**src/rtl/craps_pkg.sv**
```systemverilog
//==============================================================================
// Module : craps_pkg
// Brief  : Shared craps FSM state encoding and dice-sum constants.
// Rev    : 1.0
//==============================================================================
`default_nettype none

package craps_pkg;

  typedef enum logic [2:0] {
    IDLE       = 3'd0,
    COME_ROLL  = 3'd1,
    SAVE       = 3'd2,
    POINT_WAIT = 3'd3,
    POINT_ROLL = 3'd4,
    WIN        = 3'd5,
    LOSE       = 3'd6
  } state_t;

  // One bit per dice sum 0..12; bit n set means sum n belongs to the set.
  localparam logic [12:0] NATURAL_SUMS = 13'h0880;
  localparam logic [12:0] CRAPS_SUMS   = 13'h100C;

  function automatic logic sum_in_set(input logic [3:0] sum, input logic [12:0] set);
    return (sum <= 4'd12) ? set[sum] : 1'b0;
  endfunction

endpackage

`default_nettype wire

```
**src/rtl/sat_counter.sv**
```systemverilog
//==============================================================================
// Module : sat_counter
// Brief  : Up-counter with synchronous clear that holds at its maximum value.
// Rev    : 1.0
//==============================================================================
`default_nettype none

module sat_counter #(
  parameter int W = 8
) (
  input  logic         clk,
  input  logic         rst,
  input  logic         clr,
  input  logic         inc,
  output logic [W-1:0] q
);

  logic [W-1:0] r_q;

  always_ff @(posedge clk or posedge rst) begin
    if (rst) begin
      r_q <= '0;
    end else if (clr) begin
      r_q <= '0;
    end else if (inc && (r_q != {W{1'b1}})) begin
      r_q <= r_q + 1'b1;
    end
  end

  assign q = r_q;

endmodule

`default_nettype wire

```
**src/rtl/craps_round_ctrl.sv**
```systemverilog
//==============================================================================
// Module : craps_round_ctrl
// Brief  : Craps game sequencer with point-roll limit, restart and statistics.
//          Define CRAPS_STREAK_EN to enable the consecutive-win streak counter.
// Rev    : 1.0
//==============================================================================
`default_nettype none

module craps_round_ctrl
  import craps_pkg::*;
#(
  parameter int CNT_W           = 8,
  parameter int ROLLS_W         = 4,
  parameter int MAX_POINT_ROLLS = 0,
  parameter int AUTO_RESTART    = 1
) (
  input  logic               clk_main,
  input  logic               reset,
  input  logic               enter,
  input  logic               roll_done,
  input  logic               natural,
  input  logic               craps,
  input  logic               seven_out,
  input  logic               eq,
  output logic               roll,
  output logic               sp,
  output logic               win,
  output logic               lose,
  output logic               busy,
  output logic [ROLLS_W-1:0] point_rolls,
  output logic [CNT_W-1:0]   win_cnt,
  output logic [CNT_W-1:0]   lose_cnt,
  output logic [CNT_W-1:0]   streak
);

  localparam logic [ROLLS_W-1:0] c_MAX_ROLLS = ROLLS_W'(MAX_POINT_ROLLS);

  state_t             r_state;
  state_t             w_next;
  logic               r_enter_q;
  logic               w_enter_rise;
  logic [ROLLS_W-1:0] w_rolls_inc;
  logic               w_limit_hit;
  logic               w_rolls_clr;
  logic               w_rolls_step;
  logic               w_win_entry;
  logic               w_lose_entry;

  always_ff @(posedge clk_main or posedge reset) begin
    if (reset) begin
      r_state   <= IDLE;
      r_enter_q <= 1'b0;
    end else begin
      r_state   <= w_next;
      r_enter_q <= enter;
    end
  end

  assign w_enter_rise = enter & ~r_enter_q;

  // Count the roll being resolved now so the limit applies to this very roll.
  assign w_rolls_inc = (point_rolls == {ROLLS_W{1'b1}}) ? point_rolls : point_rolls + 1'b1;
  assign w_limit_hit = (MAX_POINT_ROLLS != 0) && (w_rolls_inc == c_MAX_ROLLS);

  always_comb begin
    w_next       = r_state;
    w_rolls_clr  = 1'b0;
    w_rolls_step = 1'b0;
    case (r_state)
      IDLE: begin
        if (w_enter_rise) w_next = COME_ROLL;
      end
      COME_ROLL: begin
        if (roll_done) begin
          if (natural)    w_next = WIN;
          else if (craps) w_next = LOSE;
          else            w_next = SAVE;
        end
      end
      SAVE: begin
        w_rolls_clr = 1'b1;
        w_next      = POINT_WAIT;
      end
      POINT_WAIT: begin
        if (w_enter_rise) w_next = POINT_ROLL;
      end
      POINT_ROLL: begin
        if (roll_done) begin
          w_rolls_step = 1'b1;
          if (eq)               w_next = WIN;
          else if (seven_out)   w_next = LOSE;
          else if (w_limit_hit) w_next = LOSE;
          else                  w_next = POINT_WAIT;
        end
      end
      WIN, LOSE: begin
        if ((AUTO_RESTART != 0) && w_enter_rise) begin
          w_next      = COME_ROLL;
          w_rolls_clr = 1'b1;
        end
      end
      default: w_next = IDLE;
    endcase
  end

  assign w_win_entry  = (w_next == WIN)  && (r_state != WIN);
  assign w_lose_entry = (w_next == LOSE) && (r_state != LOSE);

  assign roll = (r_state == COME_ROLL) || (r_state == POINT_ROLL);
  assign sp   = (r_state == SAVE);
  assign win  = (r_state == WIN);
  assign lose = (r_state == LOSE);
  assign busy = roll || sp;

  sat_counter #(.W(CNT_W)) u_win_cnt (
    .clk (clk_main),
    .rst (reset),
    .clr (1'b0),
    .inc (w_win_entry),
    .q   (win_cnt)
  );

  sat_counter #(.W(CNT_W)) u_lose_cnt (
    .clk (clk_main),
    .rst (reset),
    .clr (1'b0),
    .inc (w_lose_entry),
    .q   (lose_cnt)
  );

  sat_counter #(.W(ROLLS_W)) u_point_rolls (
    .clk (clk_main),
    .rst (reset),
    .clr (w_rolls_clr),
    .inc (w_rolls_step),
    .q   (point_rolls)
  );

`ifdef CRAPS_STREAK_EN
  sat_counter #(.W(CNT_W)) u_streak (
    .clk (clk_main),
    .rst (reset),
    .clr (w_lose_entry),
    .inc (w_win_entry),
    .q   (streak)
  );
`else
  assign streak = '0;
`endif

endmodule

`default_nettype wire

```
**config.mk**
```make
export PLATFORM = sky130hd
export DESIGN_NAME = craps_round_ctrl
export DESIGN_NICKNAME = d
export VERILOG_FILES = /design/src/rtl/craps_pkg.sv /design/src/rtl/sat_counter.sv /design/src/rtl/craps_round_ctrl.sv
export SDC_FILE = /design/constraint.sdc
export NUM_CORES = 1
export LEC_CHECK = 0
export ABC_CLOCK_PERIOD_IN_PS = 3400
export CORE_UTILIZATION = 53
export DETAILED_ROUTE_END_ITERATION = 10
export MAX_ROUTING_LAYER = met4
export PLACE_DENSITY = 0.84
export SLEW_MARGIN = 0
export SYNTH_ARGS = -nofsm -noshare
export SYNTH_HDL_FRONTEND = slang
export SYNTH_HIERARCHICAL = 1
export SYNTH_SLANG_ARGS = --single-unit
```
**constraint.sdc**
```tcl
create_clock -name clk_main -period 3.4 [get_ports clk_main]
set_input_delay 0.34 -clock clk_main [delete_from_list [all_inputs] [get_ports clk_main]]
set_output_delay 0.34 -clock clk_main [all_outputs]
set_load 0.02 [all_outputs]
```
After elaboration in Yosys (flattened, before gate mapping). Index checks and enable logic that the tools add are counted. Widths: inputs -> output; s select.

Register bits after elaboration: 24. ROM bits: 0. Memories kept: 0. Word-level logic and storage cells: 49. Latch bits: 0. Bits in writable memories: 0. Bits of input ports: 8.

Shift-type cells: 0. Muxes and demuxes: 15. Equal/unequal tests: 13. $add $sub $neg: 3. Reductions and logical operators: 11. Div/mod/pow operators: 0. Magnitude comparators: 0. $mul: 0. Bitwise logic cells: 2.

Operators with widths (count): $mux 3 (8); $add 8x1->8 const B (2); $ne 8x8->1 const B (2); $eq 3x3->1 const B (5); $pmux 3 s5 (1); $mux 4 (2); $eq 3x2->1 const B (2); $ne 3x3->1 const B (2); $logic_and 1x1->1 (5); $add 4x1->4 const B (1); $ne 4x4->1 const B (1); $eq 3x1->1 const B (1); $logic_not 3->1 (1); $mux 1 (3); $reduce_or 3->1 (1); $logic_or 1x1->1 (2); $pmux 1 s2 (1); $reduce_bool 2->1 (1); $reduce_or 2->1 (1); $and 1x1->1 (1); $not 1->1 (1).

Longest topological paths before layout.
Depth after elaboration: 7. Gate-level depth with buffers: 8. Mapped depth without buffers: 7.

Modules after synthesis. The synthesis kept the hierarchy.

By module, submodules not included: sat_counter at u_lose_cnt ... (times used 2, cells each 49, area each 504.2 um^2, seq. area each 200.2 um^2); craps_round_ctrl (times used 1, cells each 53, area each 435.4 um^2, seq. area each 100.1 um^2); sat_counter at u_point_rolls (times used 1, cells each 21, area each 230.2 um^2, seq. area each 100.1 um^2).

Least setup slack after synthesis. No wires, ideal clock.

Path type: reg-to-reg. From: register r_state[2]. To: register u_win_cnt.r_q[5], in the netlist u_win_cnt/q[5]. Stages on the path, launching flop included: 9. Slack: 1131 ps. Clock period less this slack: 2269 ps. Arrival time: 2144 ps. Data required time: 3275 ps. Path through: dfrtp_1 buf_6 or2b_2 nor3_1 or4_4 nor4b_2 nand4_1 a211oi_2 mux2_4.

Cells in the longest elaborated chain, start to end: 6.

RTL lines: start: declaration (line craps_round_ctrl.sv:38) `state_t r_state;`; start signal: assignment (line craps_round_ctrl.sv:54) `r_state <= w_next;`; $eq 3x3->1 or $logic_not 3->1 (tied branches) (line craps_round_ctrl.sv:69) `case (r_state)`; $reduce_or 3->1 (no line); $pmux 3 s5 (*) (line craps_round_ctrl.sv:69); via w_next[0] (line craps_round_ctrl.sv:39) `state_t w_next;`; $eq 3x3->1 (*) (line craps_round_ctrl.sv:106) `assign w_win_entry = (w_next == WIN) && (r_state != WIN);`; $logic_and 1x1->1 (*) (line craps_round_ctrl.sv:106); via w_win_entry (line craps_round_ctrl.sv:46) `logic w_win_entry;`; $logic_and 1x1->1 (*) (line sat_counter.sv:25) `end else if (inc && (r_q != {W{1'b1}})) begin`; end signal: assignment (line sat_counter.sv:26) `r_q <= r_q + 1'b1;`; end: declaration (line sat_counter.sv:18) `logic [W-1:0] r_q;`.

Mark *: on every way through the listed nets, which the timed path passes. The rest lies on a longest branch. A chain may end at the register's enable or synchronous reset.

Final worst setup path.
From: register r_state[0]. To: register u_lose_cnt.r_q[5], in the netlist u_lose_cnt/q[5].

Cells in the longest elaborated chain, start to end: 6.

RTL lines: $eq 3x3->1 or $logic_not 3->1 (tied branches) (line craps_round_ctrl.sv:69); $reduce_or 3->1 (no line); $pmux 3 s5 (*) (line craps_round_ctrl.sv:69); via w_next[1] (line craps_round_ctrl.sv:39); $eq 3x3->1 (*) (line craps_round_ctrl.sv:107) `assign w_lose_entry = (w_next == LOSE) && (r_state != LOSE);`; $logic_and 1x1->1 (*) (line craps_round_ctrl.sv:107); via w_lose_entry (line craps_round_ctrl.sv:47) `logic w_lose_entry;`; $logic_and 1x1->1 (*) (line sat_counter.sv:25); end signal: assignment (line sat_counter.sv:26); end: declaration (line sat_counter.sv:18).

Marks and branches as above.

==> impl_metrics.tcl <==
set metrics [dict create \
    cts_root_buf "clkbuf_4" \
    drtIter0Drc 43 \
    syn_area_um2 1670 \
    io_buffer_count 32 \
    core-area_um2 3030 \
    num_vias 1402 \
    finalHoldViolations 0 \
    synth_edf_count 0 \
    async_flop_share_pct 100 \
    die_y_um 58.2 \
    crit_path_cell_trace "nand2b_1 > o22ai_1 > a32o_1 > nor3b_1 > nand4_1 > a211oi_2 > mux2_4" \
    seq_area_frac_synth_pct 35.9 \
    setup_viol 0 \
    clk_path_buf_depth 2 \
    path_clk_slew_ns 0.14 \
    drt-pass1-iter-count 4 \
    ant_nets 0 \
    synthTopCellsByArea "dfrtp_1, mux2_4, nor2b_1, buf_4, nor2_1" \
    worstMarginPinSlew_ns 0.597 \
    viasPerCell 5.68 \
    cts_tree "built" \
    numCtsBuffers 3 \
    grt_pass1_wl_um 5900 \
    rsz0062_at_grt "false" \
    synth_ff_type "dfrtp_1" \
    start_util_pct 55.3 \
    cp.arrival_ns 2.97 \
    worstSetupStartpointType "flip-flop" \
    hold_buffers 0 \
    grt_max_degree 15 \
    required_ns 3.63 \
    avgSynthCellArea_um2 9.73 \
    yosys.area.top_type_share_pct 35.9 \
    slew_headroom_pct 60.1 \
    grt_use_total_pct 23.6 \
    slowest_delay_ns 0.53 \
    crit_buf_inv 0 \
    totalWireLength_um 3640 \
    crit_type "flip-flop to flip-flop" \
    seq_area_um2 601 \
    hpwl_um 2690 \
    syn-instance-count 172 \
    io_pins 41 \
    layout.nets 215 \
    layout_min_cycle_time_ns 2.74 \
    maxCapViolCount 0 \
    layout-drive-gt1-share_pct 13.3 \
    max_freq_mhz 365 \
    fin_tns_setup_ns 0 \
    worst_path_max_delay_cell "nor3b_1" \
    fin_util_pct 67.0 \
    die-area_um2 3390 \
    h-tree-depth 1 \
    end_kind "flip-flop" \
    critPathMaxFanout 10 \
    synth_seq_cells 24 \
    insertion_delay_ns 0.33 \
    final_cells 247 \
    antenna_cells 0 \
    p_leak_uw 0.000877 \
    dp_cells 243 \
    cts.sinks 24 \
    power.density_nw_per_um2 606 \
    post_cts_resized 0 \
    crit_family "simple AND/OR/NAND/NOR gates" \
    cts_setup_buffers 0 \
    synth.distinct_cells 44 \
    fin_crit_sh_pct 80.7 \
    outcome "complete, no violations" \
    fillers 259 \
    globalplace.congestion 0.954 \
    areaGrowthSynthToFinish_pct 21.2 \
    antenna_found_initial 0 \
    synthTopCellsByCount "dfrtp_1, nor2_1, nor2b_1" \
    yosysWarnings 6 \
    multiInputGateArea_um2 960 \
    netlist.top_cell.by_area "dfrtp_1" \
    drc_errors 0 \
    grt_overflow 0 \
    die_x_um 58.2 \
    wl_per_cell_um 14.8 \
    clock_skew_ns 0.00847 \
    hold_path.class "input port to asynchronous set/reset pin" \
    yosysMostFrequentCell "dfrtp_1" \
    irDropWorstVdd_v 0.000255 \
    rows 20 \
    slew_viol_final 0 \
    grt_pass1_vias 1309 \
]
## path summary, 6_finish.rpt
path                                      from            endpoint  slack (ns)  cells after the start
worst max-delay path                r_state[0]     u_lose_cnt/q[5]        0.66                      7
worst min-delay path                     reset  u_point_rolls/q[1]        0.27                      2
worst max register to register      r_state[0]     u_lose_cnt/q[5]        0.66                      7
worst min register to register  u_win_cnt/q[1]      u_win_cnt/q[1]        0.59                      2
max in group asynchronous                reset     u_lose_cnt/q[5]        2.81                      2
min in group clk_main                    enter           r_enter_q        0.52                      1
## kinds of logic after synthesis
group	synth area share (%)
other	0.224
adder cells (fa/ha/maj)	2.24
buffers and inverters	8.82
multiplexers	9.87
flip-flops	35.9
AND/OR/NAND/NOR	27.0
AO/OA/AOI/OAI	16.0
## per-layer routing
metal  share of wire (%)  vias to the layer above  global-route usage [%]
li1                    -                      660                       -
met1                  43                      666                    29.3
met2                  48                       66                    36.6
met3                 5.9                       10                    6.03
met4                 2.6                        0                    10.2
met5                   0                        -                       -
## through the flow
step	hold WS, ns	power, uW	area (um^2)	setup slack [ns]
4_1_cts	0.273	1230	2030	0.725
5_1_grt	0.273	1300	2030	0.585
3_3_place_gp	0.567	987	1980	0.617
2_1_floorplan	0.106	834	1710	1.13
6_report	0.273	1230	2030	0.657
3_5_place_dp	0.574	1010	1980	0.472
## cell usage in the layout (no fill, tap or decap), drive strengths merged, types with 2 or more instances in the layout
master	netlist	layout
nand4	5	5
and2b	2	2
and3	3	3
nor3	6	6
mux2i	3	3
or2b	2	2
conb	1	10
a21boi	2	2
o21bai	2	2
o22ai	3	3
clkdlybuf4s50	0	32
o311a	3	3
nand2	8	8
inv	11	11
mux2	9	9
a211oi	3	3
and4	3	3
o211a	2	2
nand2b	9	9
nor2	14	14
a21oi	10	10
nand3	4	4
nor2b	12	12
nor3b	2	2
ha	3	3
dfrtp	24	24
clkbuf	2	3
nand4b	2	2
## sequential cells by signal, summed over array words and instances, names as in the netlist
register and cells:
u_lose_cnt/q 8, u_win_cnt/q 8, u_point_rolls/q 4, r_state 3, r_enter_q 1
## layout make-up
cell class,count,share of cell area (%)
multi-input cells,132,47.3
flip-flops and latches,24,29.6
repair buffers,32,15.8
well taps,44,2.71
inverters,11,2.03
clock inverters,1,1.48
clock buffers,3,1.11
## power by group
part / internal, uW / switching (uW)
clock: 119 / 91.7
combinational: 298 / 307
sequential: 332 / 81.3
## worst reg2reg max path, stage by stage, from the launching register on
cell and delay, ns:
dfrtp_1 0.50, nand2b_1 0.24, o22ai_1 0.24, a32o_1 0.21
nor3b_1 0.53, nand4_1 0.30, a211oi_2 0.31, mux2_4 0.32
Power figures use the tool's default switching activity.
